[config.mk]
export PLATFORM = sky130hd
export DESIGN_NAME = wfifo_pkt_ingress
export DESIGN_NICKNAME = d
export VERILOG_FILES = /design/src/rtl/wfifo_pkt_ingress.sv
export SDC_FILE = /design/constraint.sdc
export NUM_CORES = 1
export LEC_CHECK = 0
export BUFFER_PORTS_ARGS = -buffer_cell sky130_fd_sc_hd__buf_2
export CAP_MARGIN = 20
export CORE_MARGIN = 1.5
export CORE_UTILIZATION = 40
export DETAILED_ROUTE_END_ITERATION = 10
export HOLD_SLACK_MARGIN = 0.1
export PLACE_DENSITY_LB_ADDON = 0.05
export SETUP_SLACK_MARGIN = 0.5
export SYNTH_ARGS = -nofsm -noshare
export SYNTH_HDL_FRONTEND = slang
export SYNTH_SLANG_ARGS = --single-unit
[constraint.sdc]
create_clock -name wclk -period 2.18 [get_ports wclk]
set_input_delay 0.436 -clock wclk [delete_from_list [all_inputs] [get_ports wclk]]
set_output_delay 0.436 -clock wclk [all_outputs]
set_load 0.01 [all_outputs]
[src/rtl/wfifo_pkt_ingress.sv]
// Write-side packet ingress for the async FIFO: admits whole packets only,
// drives winc/wdata, and reports fill level, almost-full, errors and count.
module wfifo_pkt_ingress #(
    parameter int unsigned DSIZE     = 8,
    parameter int unsigned ADDRSIZE  = 4,
    parameter int unsigned AF_THRESH = 12
) (
    input  logic                wclk,
    input  logic                wrst_n,
    input  logic                s_valid,
    output logic                s_ready,
    input  logic [DSIZE-1:0]    s_data,
    input  logic                s_last,
    input  logic [ADDRSIZE:0]   s_len,
    input  logic                wfull,
    input  logic [ADDRSIZE:0]   wptr,
    input  logic [ADDRSIZE:0]   wq2_rptr,
    output logic                winc,
    output logic [DSIZE-1:0]    wdata,
    output logic [ADDRSIZE:0]   wlevel,
    output logic                walmost_full,
    output logic                len_err,
    output logic [15:0]         pkt_cnt
);

    localparam int unsigned PW    = ADDRSIZE + 1;
    localparam int unsigned DEPTH = 1 << ADDRSIZE;

    typedef enum logic [1:0] {IDLE, XFER, DROP} state_t;

    state_t          state;
    logic [PW-1:0]   remaining;
    logic [PW-1:0]   wb;
    logic [PW-1:0]   rb;
    logic [PW-1:0]   lvl;
    logic [PW-1:0]   free;
    logic            len_bad;
    logic            accept;

    function automatic logic [PW-1:0] gray2bin(input logic [PW-1:0] g);
        logic [PW-1:0] b;
        b[PW-1] = g[PW-1];
        for (int i = PW - 2; i >= 0; i--) begin
            b[i] = b[i+1] ^ g[i];
        end
        return b;
    endfunction

    // Modulo subtraction keeps the level correct across pointer wrap
    assign wb      = gray2bin(wptr);
    assign rb      = gray2bin(wq2_rptr);
    assign lvl     = wb - rb;
    assign free    = PW'(DEPTH) - lvl;
    assign len_bad = (s_len == '0) || (s_len > PW'(DEPTH));

    // Handshake and write path are combinational so beats stream back-to-back
    assign s_ready = ((state == XFER) && !wfull) || (state == DROP);
    assign accept  = s_valid && s_ready;
    assign winc    = (state == XFER) && accept;
    assign wdata   = s_data;

    always_ff @(posedge wclk or negedge wrst_n) begin
        if (!wrst_n) begin
            state        <= IDLE;
            remaining    <= '0;
            wlevel       <= '0;
            walmost_full <= 1'b0;
            len_err      <= 1'b0;
            pkt_cnt      <= '0;
        end else begin
            wlevel       <= lvl;
            walmost_full <= (lvl >= PW'(AF_THRESH));
            len_err      <= 1'b0;
            case (state)
                IDLE: begin
                    if (s_valid && len_bad) begin
                        len_err <= 1'b1;
                        state   <= DROP;
                    end else if (s_valid && (s_len <= free)) begin
                        remaining <= s_len;
                        state     <= XFER;
                    end
                end
                XFER: begin
                    if (accept) begin
                        remaining <= remaining - PW'(1);
                        if (s_last && (remaining == PW'(1))) begin
                            if (pkt_cnt != 16'hFFFF) begin
                                pkt_cnt <= pkt_cnt + 16'd1;
                            end
                            state <= IDLE;
                        end else if (s_last) begin
                            len_err <= 1'b1;
                            state   <= IDLE;
                        end else if (remaining == PW'(1)) begin
                            len_err <= 1'b1;
                            state   <= DROP;
                        end
                    end
                end
                DROP: begin
                    if (accept && s_last) begin
                        state <= IDLE;
                    end
                end
                default: state <= IDLE;
            endcase
        end
    end

endmodule

Word level (Yosys, flattened, before mapping)
Index checks and enable logic that the tools add are counted.
{"block": "totals", "inputBits": 28, "ff_bits": 30, "out_inout_bits": 33}
{"block": "op_classes", "order_cmp": 3, "add_sub_neg": 4, "reduce_logical": 16, "n_mux": 18, "eq_ne": 10, "bitwise_logic": 8}
{"op": "16-bit by 1-bit adder with 16-bit output, second input constant", "n": 1}
{"op": "16-bit != test, second input constant", "n": 1}
{"op": "5-bit two-way mux", "n": 3}
{"op": "2-bit two-way mux", "n": 7}
{"op": "4-bit AND reduction", "n": 3}
{"op": "5-bit case mux with 2 select lines", "n": 1}
{"op": "1-bit bitwise XOR", "n": 8}
{"op": "1-bit logical AND", "n": 7}
{"op": "2-bit != test, second input constant", "n": 3}
{"op": "2-bit case mux with 3 select lines", "n": 1}
{"op": "5-bit by 1-bit == test with 1-bit output, second input constant", "n": 1}
{"op": "5-bit by 4-bit greater-or-equal comparator with 1-bit output, second input constant", "n": 1}
{"op": "5-bit > comparator, second input constant", "n": 1}
{"op": "5-bit <= comparator", "n": 1}
{"op": "5-bit zero test", "n": 1}
{"op": "1-bit two-way mux", "n": 5}
{"op": "5-bit by 1-bit subtractor with 5-bit output, second input constant", "n": 1}
{"op": "5-bit subtractor", "n": 1}
{"op": "5-bit subtractor, first input constant", "n": 1}
{"op": "4-bit by 2-bit != test with 1-bit output, second input constant", "n": 1}
{"op": "3-bit != test, second input constant", "n": 1}
{"op": "2-bit by 1-bit == test with 1-bit output, second input constant", "n": 1}
{"op": "2-bit == test, second input constant", "n": 1}
{"op": "2-bit zero test", "n": 1}
{"op": "other kinds (5)", "n": 6}

Depth between registers and ports, before layout
Gate-level depths: netlist (run 1).
{"block": "logic_depth", "ltp_word": 11, "depth_mapped": 17}

Worst setup path after synthesis (run 1)
No wires, ideal clock.
{"block": "synth_timing", "kind": "input to register", "start": "input port wptr[2]", "end": "register remaining[1]", "required_ps": 2101, "n_path_buf": 0, "arrival_time_ps": 3759, "slack_ps": -1658, "setup_ps": 79, "cell_stages": 15, "path_cell_list": "xnor3_1 -> xor2_1 -> xor2_1 -> ha_1 -> fa_1 -> ha_1 -> nand2_1 -> nor3_1 -> xnor2_1 -> ha_1 -> a21oi_1 -> and3b_1 -> o21ai_1 -> a21oi_1 -> mux2i_1"}
{"block": "synth_via", "elab_chain_cells": 9}
{"element": "start: declaration", "line_no": "16", "rtl": "input logic [ADDRSIZE:0] wptr,"}
{"element": "1-bit bitwise XOR *", "line_no": "44", "rtl": "b[i] = b[i+1] ^ g[i];"}
{"element": "1-bit bitwise XOR (2 in series)", "line_no": "44"}
{"element": "5-bit subtractor *", "line_no": "52", "rtl": "assign lvl = wb - rb;"}
{"element": "5-bit subtractor *", "line_no": "53", "rtl": "assign free = PW'(DEPTH) - lvl;"}
{"element": "5-bit <= comparator *", "line_no": "79", "rtl": "end else if (s_valid && (s_len <= free)) begin"}
{"element": "1-bit logical AND *", "line_no": "79"}
{"element": "2-bit != test (no source line) *"}
{"element": "4-bit AND reduction (no source line) *"}
{"element": "end signal: assignment", "line_no": "80", "rtl": "remaining <= s_len;"}
{"element": "end signal: assignment", "line_no": "86", "rtl": "remaining <= remaining - PW'(1);"}
{"element": "end: declaration", "line_no": "32", "rtl": "logic [PW-1:0] remaining;"}
Mark *: on every way between the ends. The rest lies on a longest branch, timed or not.
A chain may end at the register's enable or synchronous reset.

Final worst setup path (run 1)
{"block": "layout_timing", "start": "input port wptr[2]", "end": "register state[0]"}
{"block": "layout_via", "elab_chain_cells": 9}
{"element": "1-bit bitwise XOR *", "line_no": "44"}
{"element": "1-bit bitwise XOR (2 in series)", "line_no": "44"}
{"element": "5-bit subtractor *", "line_no": "52"}
{"element": "5-bit subtractor *", "line_no": "53"}
{"element": "5-bit <= comparator *", "line_no": "79"}
{"element": "1-bit logical AND *", "line_no": "79"}
{"element": "3-bit != test (no source line) *"}
{"element": "4-bit AND reduction (no source line) *"}
{"element": "end signal: assignment", "line_no": "78", "rtl": "state <= DROP;"}
{"element": "end signal: assignment", "line_no": "81", "rtl": "state <= XFER;"}
{"element": "end signal: assignment", "line_no": "91", "rtl": "state <= IDLE;"}
{"element": "end: declaration", "line_no": "31", "rtl": "state_t state;"}
Marks and branches as above.

==> out/metrics.cfg, run 1 <==
[clock_network]
cts.reportedPaths.clkPinSlew_ns = 0.06
htree_depth = 2
tritoncts_clock_tree = yes
number_of_buffers_inserted_during_clock_tree_synthesis = 5
clock_insertion_delay_worst_skew_ns = 0.28
clk_path_buf_depth = 2
ctsRootBufferMaster = clkbuf_8
clock_sink_count = 30

[critical_path]
worst_ep_required_time_ns = 2.38
criticalPathCategory = in2reg
timing.critical_path.slowest_cell_delay_ns = 0.56
critical_path_peak_fanout = 7
critical_path_arrival_ns = 3.68
timing.critical_path.cells = buf_6 -> xnor3_2 -> xor2_2 -> xor2_1 -> ha_2 -> fa_2 -> ha_4 -> nand2_2 -> nor3_2 -> xnor2_1 -> ha_1 -> a21oi_2 -> and3b_2 -> o21ai_4 -> or3_1 -> a21oi_1
worst_path_max_delay_cell = fa_2
setup.worst_path.start_class = input pin
worstSetupEndpointType = flop

[synthesis]
ys.flop_type = dfrtp_1
synth_top_area_share_pct = 37.2
postSynthRegisterBits = 30
postSynthNetCount = 255
synth.yosys.seq_area_share_pct = 37.2
synthArstFlopShare_pct = 100
synth.yosys.warnings = 0
synth_area_leaders = dfrtp_1 (37%), ha_1 (8.7%), xor2_1 (6.5%)
synth_area_leader_cell = dfrtp_1
synth.cell_area_mm2 = 0.00202
postSynthCellCount = 212
yosys_cell_types = 45
avgSynthCellArea_um2 = 9.53
synth-edff-count = 0

[power]
pwr_density_cell_mw_per_mm2 = 992
total_power_mw = 2.96
leakage_power_nw = 1.51
vdd_ir_drop_max_mv = 0.630

[final_layout]
multi_input_comb_area_mm2 = 0.00141
layout-drive-gt1-share_pct = 50.0
insertedDiodeCount = 0
layout.nets = 334
final.fill_count = 413
signed_area_change_from_the_synthesized_netlist_to_the_final_layout_pct = 47.8
sequential_cell_area_um2 = 752
finish.cell_count_without_fillers = 359
postLayoutCellArea_mm2 = 0.00299

[timing]
maxSlewHeadroom_pct = 54.9
setup_ws_ns = -1.30
slew_at_the_pin_with_the_worst_max_slew_slack_ns = 0.676
grt_setup_unrepaired = true
setup_tns_ns = -8.03
final_period_minus_worst_setup_slack_ns = 3.48
worst_clock_skew_ns = 0.00620
final-max-slew-violation-count = 0
report.final.setup_viol = 10
finalCritPeriodShare_pct = 159
finalHoldViolCount = 0
max_freq_mhz = 288

[placed_design]
place_area_mm2 = 0.00258
dp.cells = 338
port_buffers = 44
post-place-ws_ns = -1.66
place_hpwl_um = 3400
gp_congestion = 0.877

[global_routing]
grt_use_total_pct = 17.9
grt_pass1_vias = 1654
pin_count_of_the_biggest_net_entering_global_routing = 31
grt-ovfl-total = 0
grt_first_pass_wirelength_um = 7530
antenna_found_initial = 0

[job]
drv_cap = 0

[floorplanning]
std_cell_rows = 25
design.die.area_mm2 = 0.00548
die_w_um = 74.1
initial_core_utilization_pct = 42.2
placeable_core_area_mm2 = 0.00479
pin_count = 61
chip_height_um = 74.1

[drt]
drt_iter0_markers = 43
route.antenna.remaining_nets = 0
drt_drc_violations_left = 0
detail_route.wl_per_cell_um = 12.9
viasPerCell = 4.96
total_vias_in_the_final_route = 1781
wirelength_um = 4610
dr.pass1.iters = 5

[status]
violated_checks = setup timing
run_status = complete, but fails checks

[hold_path]
holdCritPathClass = in2async

registers in the layout (all words and copies together), names as in the netlist:
name / flops
len_err: 1
pkt_cnt: 16
remaining: 5
state: 2
walmost_full: 1
wlevel: 5
final cells by class:
| cell class | count | share of cell area, % |
|---|---|---|
| multi-input cells | 153 | 47.3 |
| inverters | 18 | 2.43 |
| repair buffers | 83 | 19.5 |
| clock inverters | 2 | 0.335 |
| well taps | 67 | 2.81 |
| clock buffers | 6 | 2.43 |
| flip-flops and latches | 30 | 25.2 |
through the flow:
stage | hold slack [ns] | utilization (%)
after floorplan | 0.140 | -
after global placement | 0.481 | 54.0
after detailed placement | 0.489 | 54.0
after CTS | 0.210 | 60.2
after global routing | 0.236 | 62.4
final | 0.190 | 62.4
worst paths after layout:
path                            slack [ns]  depth (start not counted)           to    startpoint
worst max-delay path                 -1.30                         16     state[0]       wptr[2]
worst min-delay path                  0.19                          1   pkt_cnt[1]        wrst_n
worst max register to register        0.10                          9  pkt_cnt[13]  remaining[1]
worst min register to register        0.49                          1   pkt_cnt[6]    pkt_cnt[6]
max in group asynchronous             1.52                          1   pkt_cnt[7]        wrst_n
min in group wclk                     0.49                          1   pkt_cnt[6]    pkt_cnt[6]
cells in the mapped netlist, drive strengths merged, types with 2 or more instances:
cell / number
or3: 4
clkbuf: 2
mux2: 2
nand2: 19
a2bb2oi: 2
a31oi: 2
xor2: 16
nor3b: 3
nand3: 7
and3: 2
o31ai: 2
inv: 18
nand4: 3
and3b: 3
xnor3: 2
or2: 2
a21o: 2
a21oi: 8
o21ai: 8
a221oi: 3
ha: 14
xnor2: 13
o21bai: 2
dfrtp: 30
nor2: 13
nand2b: 2
buf: 9
nor3: 10
cell usage in the layout (no fill, tap or decap), types with 4 or more instances in the layout:
cell	count
buf_2	41
dfrtp_1	29
buf_4	28
nand2_1	17
inv_1	13
xor2_1	13
buf_6	13
xnor2_1	9
ha_1	9
nor2_1	8
nand3_1	6
nor3_4	6
a21oi_1	5
clkbuf_8	5
xnor2_2	4
critical path, delay by kind of cell:
family,cells,cell delay (ns)
adder cells (fa/ha/maj),4,1.15
AO/OA/AOI/OAI,3,0.38
buffers and inverters,1,0.07
AND/OR/NAND/NOR,4,0.70
XOR/XNOR,4,0.94
routing by layer:
| metal | vias to the layer above | GRT usage [%] | wire, um |
|---|---|---|---|
| met5 | - | 0 | 0 |
| met4 | 0 | 7.82 | 85 |
| met3 | 13 | 3.79 | 202 |
| met2 | 51 | 29.5 | 2300 |
| met1 | 841 | 22.8 | 2030 |
| li1 | 876 | - | - |
power by group:
part | leakage [nW] | switching [mW] | total [mW] | internal (mW)
sequential | 0.383 | 0.0891 | 0.771 | 0.682
combinational | 1.09 | 0.845 | 1.76 | 0.913
clock | 0.0450 | 0.211 | 0.432 | 0.221
total | 1.51 | 1.15 | 2.96 | 1.82
logic make-up after synthesis:
| group | after synthesis | synth area share, % |
|---|---|---|
| adders and majority gates | 15 | 9.67 |
| muxes | 3 | 1.80 |
| AOI/OAI and AO/OA | 32 | 10.1 |
| DFF | 30 | 37.2 |
| and+or+nand+nor | 72 | 18.8 |
| buffers and inverters | 29 | 6.94 |
| xor gates and xnor gates | 31 | 15.6 |
timing repair:
item,CTS,global route
hold buffers,0,0
setup endpoints to repair,30,30
setup buffers,7,6
hold endpoints to repair,0,0
pin swaps,21,8
resized for setup,40,16
Note: power is estimated with default switching activity, not from simulation.
==> run 2: changes to the inputs <==
ABC_AREA = 1   (was not set)
RECOVER_POWER = 50   (was not set)
==> out/metrics.cfg, run 2 <==
[status]
run_status = complete, but fails checks
violated_checks = capacitance limit, slew limit, setup timing

[drt]
viasPerCell = 4.63  ; -6.6%
dr.pass1.iters = 4  ; -1
drt_iter0_markers = 72  ; +67%
route.antenna.remaining_nets = 0  ; unchanged
wirelength_um = 5200  ; +13%
total_vias_in_the_final_route = 1997  ; +12%
detail_route.wl_per_cell_um = 12.1  ; -6.1%
drt_drc_violations_left = 0  ; unchanged

[placed_design]
port_buffers = 44  ; unchanged
post-place-ws_ns = -1.58  ; +0.0878 ns
gp_congestion = 0.779  ; -11%
place_hpwl_um = 3580  ; +5.4%
place_area_mm2 = 0.00260  ; +0.53%

[clock_network]
cts.reportedPaths.clkPinSlew_ns = 0.08  ; +0.02 ns
clock_sink_count = 30  ; unchanged
postCtsHoldBufs = 0  ; unchanged
clock_insertion_delay_worst_skew_ns = 0.29  ; about the same
number_of_buffers_inserted_during_clock_tree_synthesis = 5  ; unchanged
htree_depth = 2  ; unchanged
ctsRootBufferMaster = clkbuf_8
tritoncts_clock_tree = yes
clk_path_buf_depth = 2  ; unchanged

[synthesis]
yosys_cell_types = 31  ; -31%
postSynthRegisterBits = 30  ; unchanged
synth_area_leaders = dfrtp_1 (35%), nand2_1 (11%), ha_1 (8.2%)
postSynthNetCount = 314  ; +23%
synth.yosys.seq_area_share_pct = 35.1  ; -2.0 points
synth.area.mux_share_pct = 0  ; -1.8 points
synth_compound_area_share_pct = 7.03  ; -3.1 points
synth_top_family_by_area = simple AND/OR/NAND/NOR gates
synth_top_area_share_pct = 35.1  ; -2.0 points
yosys.cell_count.top_type = nand2_1
synth-edff-count = 0  ; unchanged
ys.flop_type = dfrtp_1
synth_area_leader_cell = dfrtp_1
synth_commonest_cells = nand2_1 (60), inv_1 (41), dfrtp_1 (30)
post_synth_fa_ha_maj_area_fraction_pct = 9.14  ; -0.53 points
synth.cell_area_mm2 = 0.00214  ; +5.8%
synth_simple_gate_area_share_pct = 27.8  ; +9.0 points
avgSynthCellArea_um2 = 7.88  ; -17%
synthArstFlopShare_pct = 100  ; unchanged
synth-xor-area-share_pct = 9.67  ; -5.9 points
synth.yosys.warnings = 0  ; unchanged
postSynthCellCount = 271  ; +28%

[global_routing]
grt_pass1_vias = 1993  ; +20%
antenna_found_initial = 0  ; unchanged
grt-ovfl-total = 0  ; unchanged
grt_use_total_pct = 19.4  ; +1.5 points
pin_count_of_the_biggest_net_entering_global_routing = 31  ; unchanged
grt_first_pass_wirelength_um = 9030  ; +20%

[hold_path]
holdCritPathClass = reg2reg
whs_endpoint = pkt_cnt[8]
hp-start = pkt_cnt[8]
min_path_cells = 1

[final_layout]
layout-drive-gt1-share_pct = 45.4  ; -4.6 points
layout.nets = 403  ; +21%
largest_register = pkt_cnt
layout_top_registers = pkt_cnt (16), remaining (5), wlevel (5)
layout.cells.most_common = nand2_1
finish.utilization_pct = 62.6  ; +0.18 points
postLayoutCellArea_mm2 = 0.00322  ; +7.7%
insertedDiodeCount = 0  ; unchanged
layout.cells.most_common_list = nand2_1 (40), buf_2 (36), buf_4 (35)
signed_area_change_from_the_synthesized_netlist_to_the_final_layout_pct = 50.6
max_reg_flops = 16  ; unchanged

[critical_path]
criticalPathCategory = in2reg
worstSetupEndpointType = flop
worst_path_max_delay_cell = fa_2
critical_path_arrival_ns = 3.54  ; -0.14 ns
rr_endpoint = pkt_cnt[9]
worst-r2r-setup-slack_ns = 0.39  ; +0.29 ns
worst_r2r_startpoint = state[1]
worst_r2r_path_depth = 10  ; +1
worst_ep_required_time_ns = 2.40  ; +0.02 ns
timing.critical_path.slowest_cell_delay_ns = 0.37  ; -0.19 ns
critical_path_peak_fanout = 5  ; -2
cp_common_cell = nand2_2
cp_top_family = simple AND/OR/NAND/NOR gates
setup.worst_path.start_class = input pin
startpoint = wq2_rptr[4]
worstPathBufferInverterCount = 5  ; +4

[timing]
final-max-slew-violation-count = 31  ; +31
final_period_minus_worst_setup_slack_ns = 3.32  ; -0.156 ns
grt_setup_unrepaired = true
maxSlewHeadroom_pct = -11.2  ; -66 points
worst_clock_skew_ns = 0.0110  ; +0.00481 ns
max_freq_mhz = 301  ; +4.7%
finalHoldViolCount = 0  ; unchanged
report.final.setup_viol = 8  ; -2
setup_ws_ns = -1.14  ; +0.156 ns
slew_at_the_pin_with_the_worst_max_slew_slack_ns = 1.67  ; +0.992 ns
finalCritPeriodShare_pct = 152  ; -7.1 points

[floorplanning]
chip_height_um = 76.1  ; +2.7%
placeable_core_area_mm2 = 0.00514  ; +7.4%
die_w_um = 76.1  ; +2.7%
initial_core_utilization_pct = 41.6  ; -0.64 points
pin_count = 61  ; unchanged
std_cell_rows = 26  ; +4.0%
design.die.area_mm2 = 0.00579  ; +5.5%

[power]
vdd_ir_drop_max_mv = 0.464  ; -26%
pwr_density_cell_mw_per_mm2 = 843  ; -15%
leakage_power_nw = 1.75  ; +15%
total_power_mw = 2.71  ; -8.4%

[job]
drv_cap = 1  ; +1

==> run 2: cell types whose count changed in the layout (fill, tap and decap cells not counted), moves of 6 or more <==
cell / before / now
nand2_2: 2 / 18
o21ai_0: 2 / 9
nand3_1: 6 / 16
buf_4: 28 / 35
nand2_1: 17 / 40
inv_2: 3 / 11
a21oi_1: 5 / 11
inv_1: 13 / 34
==> run 2: layer usage <==
metal	global-route usage [%]	vias to the layer above	share of wire, %
li1	-	1046	-
met1	25.1	900	45
met2	32.4	41	49
met3	4.07	10	4.2
met4	6.48	0	1.5
met5	0	-	0
==> run 2: cell families (layout without fill, tap and decap cells) <==
family                     Yosys count  after routing
AOI/OAI and AO/OA                   28             28
buffers and inverters               55            144
adders and majority gates           15             15
DFF                                 30             30
and+or+nand+nor                    121            122
xor gates and xnor gates            22             22
==> run 2: area by class of cell <==
| class | instances | area [um2] |
|---|---|---|
| clock inverters | 3 | 40.0 |
| multi-input cells | 187 | 1470 |
| inverters | 47 | 186 |
| flip-flops and latches | 30 | 752 |
| fillers | 461 | 1920 |
| clock buffers | 5 | 68.8 |
| repair buffers | 89 | 612 |
| well taps | 70 | 87.6 |
==> run 2: stage by stage <==
step           TNS [ns]  cells  hold WS (ns)
2_1_floorplan     -8.01    271         0.140
3_3_place_gp     -10.66    399         0.481
3_5_place_dp     -11.54    399         0.483
4_1_cts           -8.30    419         0.220
5_1_grt          -10.49    431         0.513
6_report          -7.88    431         0.489
==> run 2: worst max-delay path by stage <==
| stage | endpoint | cells past startpoint |
|---|---|---|
| floorplan | remaining[2] | 25 |
| global placement | remaining[1] | 27 |
| detailed placement | remaining[1] | 28 |
| CTS | remaining[0] | 27 |
| global route | remaining[4] | 26 |
| finish | remaining[0] | 26 |
==> run 2: repair_timing <==
item	CTS	global route
resized for setup	29	49
cloned	1	0
buffers inserted	11	12
endpoints found under the setup margin	28	30
pin swaps	13	24
==> run 2: worst register-to-register path, delay by kind of cell, from the launching register on <==
kind | cells | cell delay, ns
and+or+nand+nor | 7 | 1.01
DFF | 1 | 0.41
buffers and inverters | 2 | 0.14
xor gates and xnor gates | 1 | 0.15
==> run 2: power breakdown <==
group	leakage (nW)	internal, mW	switching [mW]
clock	0.0579	0.336	0.232
sequential	0.363	0.664	0.0598
combinational	1.32	0.655	0.764
total	1.75	1.65	1.06
==> run 3: changes to the inputs <==
SETUP_SLACK_MARGIN = 0.1   (was 0.5)
==> out/metrics.cfg, run 3 (same netlist as run 2, synthesis figures left out) <==
[placed_design]
place_area_mm2 = 0.00261  ; +0.48%
place_hpwl_um = 3590  ; +0.13%
post-place-ws_ns = -1.61  ; -0.0331 ns
port_buffers = 44  ; unchanged
gp_congestion = 0.804  ; +3.2%

[timing]
grt_setup_unrepaired = true
maxSlewHeadroom_pct = -10.8  ; +0.45 points
finalHoldViolCount = 0  ; unchanged
setup_ws_ns = -1.15  ; -0.0117 ns
finalCritPeriodShare_pct = 153  ; +0.54 points
final-max-slew-violation-count = 31  ; unchanged
worst_clock_skew_ns = 0.00785  ; -0.00316 ns
report.final.setup_viol = 8  ; unchanged
max_freq_mhz = 300  ; -0.35%
hold-worst-slack_ns = 0.472  ; -0.0170 ns
slew_at_the_pin_with_the_worst_max_slew_slack_ns = 1.66  ; -0.00679 ns
final_period_minus_worst_setup_slack_ns = 3.33  ; +0.0117 ns

[critical_path]
timing.critical_path.slowest_cell_delay_ns = 0.47  ; +0.10 ns
cp_top_family = adder cells
cp_common_cell = nand2_1
setup.worst_path.start_class = input pin
rr_endpoint = pkt_cnt[10]
worstPathBufferInverterCount = 4  ; -1
critical_path_peak_fanout = 5  ; unchanged
worstSetupEndpointType = flop
worst_r2r_startpoint = remaining[1]
criticalPathCategory = in2reg
worst_path_max_delay_cell = fa_2
timing.critical_path.cells = buf_2 -> inv_2 -> nand2_1 -> nand3_1 -> nand2_1 -> nand2_1 -> nand2_2 -> xor2_1 -> ha_2 -> fa_2 -> ha_4 -> buf_4 -> xor2_1 -> ha_1 -> nand2_1 -> nor2_2 -> inv_1 -> o211ai_1 -> nand2_1 -> nand2_2 -> nand2_4 -> nand2_4 -> nor2_1 -> a21oi_1
worst-r2r-setup-slack_ns = 0.36  ; -0.03 ns
worst_ep_required_time_ns = 2.39  ; about the same
critical_path_arrival_ns = 3.54  ; about the same
worst_r2r_path_depth = 12  ; +2

[global_routing]
grt_pass1_vias = 1857  ; -6.8%
antenna_found_initial = 0  ; unchanged
grt-ovfl-total = 0  ; unchanged
grt_use_total_pct = 17.1  ; -2.3 points
pin_count_of_the_biggest_net_entering_global_routing = 31  ; unchanged
grt_first_pass_wirelength_um = 8090  ; -10%

[floorplanning]
std_cell_rows = 26  ; unchanged
chip_height_um = 76.1  ; unchanged
design.die.area_mm2 = 0.00579  ; unchanged
initial_core_utilization_pct = 41.6  ; unchanged
die_w_um = 76.1  ; unchanged
placeable_core_area_mm2 = 0.00514  ; unchanged
pin_count = 61  ; unchanged

[drt]
wirelength_um = 4690  ; -9.9%
total_vias_in_the_final_route = 1935  ; -3.1%
dr.pass1.iters = 4  ; unchanged
viasPerCell = 4.71  ; +1.6%
drt_iter0_markers = 67  ; -6.9%
detail_route.wl_per_cell_um = 11.4  ; -5.6%
route.antenna.remaining_nets = 0  ; unchanged
drt_drc_violations_left = 0  ; unchanged

[final_layout]
layout.cells.most_common = nand2_1
layout.nets = 384  ; -4.7%
sequential_cell_area_um2 = 751  ; -0.17%
signed_area_change_from_the_synthesized_netlist_to_the_final_layout_pct = 33.7
layout.cells.most_common_list = nand2_1 (48), inv_1 (38), buf_2 (37)
postLayoutCellArea_mm2 = 0.00286  ; -11%
layout-drive-gt1-share_pct = 34.6  ; -11 points
max_reg_flops = 16  ; unchanged
insertedDiodeCount = 0  ; unchanged
layout_top_registers = pkt_cnt (16), remaining (5), wlevel (5)
largest_register = pkt_cnt
finish.utilization_pct = 55.6  ; -7.0 points
multi_input_comb_area_mm2 = 0.00127  ; -13%
final.fill_count = 516  ; +12%

[clock_network]
ctsRootBufferMaster = clkbuf_8
number_of_buffers_inserted_during_clock_tree_synthesis = 5  ; unchanged
tritoncts_clock_tree = yes
cts.reportedPaths.clkPinSlew_ns = 0.06  ; -0.02 ns
clock_sink_count = 30  ; unchanged
clk_path_buf_depth = 2  ; unchanged
postCtsHoldBufs = 0  ; unchanged
clock_insertion_delay_worst_skew_ns = 0.29  ; about the same
htree_depth = 2  ; unchanged

[power]
leakage_power_nw = 1.59  ; -8.8%
vdd_ir_drop_max_mv = 0.430  ; -7.5%
total_power_mw = 2.49  ; -8.2%
pwr_density_cell_mw_per_mm2 = 871  ; +3.3%

[job]
drv_cap = 1  ; unchanged

[hold_path]
whs_endpoint = len_err
min_path_cells = 4  ; +3
hp-start = wfull
holdCritPathClass = in2reg

[status]
violated_checks = capacitance limit, slew limit, setup timing
run_status = complete, but fails checks

run 3: changes by cell type in the layout (fill, tap and decap cells not counted), moves of 3 or more:
cell     before  now
inv_2        11    5
buf_6        12    3
ha_4          7    2
buf_4        35   24
ha_1          7   11
nor2_4        7    3
nand2_2      18   11
inv_1        34   38
nand2_1      40   48
nor2_1       13   16
run 3: timing repair:
action                                  in CTS  in global routing
endpoints found under the setup margin       9                 10
buffers inserted                             2                  0
gates resized for setup                     12                 17
pin swaps                                    7                  5
gates cloned                                 1                  0
run 3: area by class of cell:
class	count	area share, %
clock buffers	6	2.89
clock inverters	1	1.05
inverters	47	6.49
multi-input cells	187	44.7
flip-flops and latches	30	26.3
well taps	70	3.07
repair buffers	70	15.6
run 3: per-stage QoR:
stage / setup TNS [ns] / cells
after floorplan: -8.01 / 271
after global placement: -11.00 / 401
after detailed placement: -11.65 / 401
after CTS: -8.33 / 411
after global routing: -10.05 / 411
final: -7.99 / 411
run 3: worst max path at each step:
stage	from	end	cells past startpoint
final	wptr[4]	remaining[2]	24
after global routing	wptr[4]	remaining[2]	24
after CTS	wq2_rptr[4]	remaining[4]	26
after detailed placement	wq2_rptr[4]	remaining[4]	27
after global placement	wq2_rptr[4]	remaining[2]	25
after floorplan	wq2_rptr[2]	remaining[2]	25
run 3: worst min-delay path: cells and delay by family:
| kind | cells | cell delay [ns] |
|---|---|---|
| AOI/OAI and AO/OA | 1 | 0.06 |
| buffers and inverters | 1 | 0.11 |
| and+or+nand+nor | 2 | 0.10 |
run 3: routing by layer:
metal  global-route usage, %  vias to the layer above  part of all wire [%]
met1                    22.2                      871                    47
met5                       0                        -                     0
li1                        -                     1005                     -
met4                    8.33                        0                   2.1
met3                    2.40                       11                   3.5
met2                    28.1                       48                    48
run 3: power by group:
| part | internal [mW] | leakage, nW | switching, mW |
|---|---|---|---|
| Combinational | 0.518 | 1.17 | 0.676 |
| Clock | 0.365 | 0.0573 | 0.215 |
| Sequential | 0.664 | 0.364 | 0.0487 |
| Total | 1.55 | 1.59 | 0.941 |
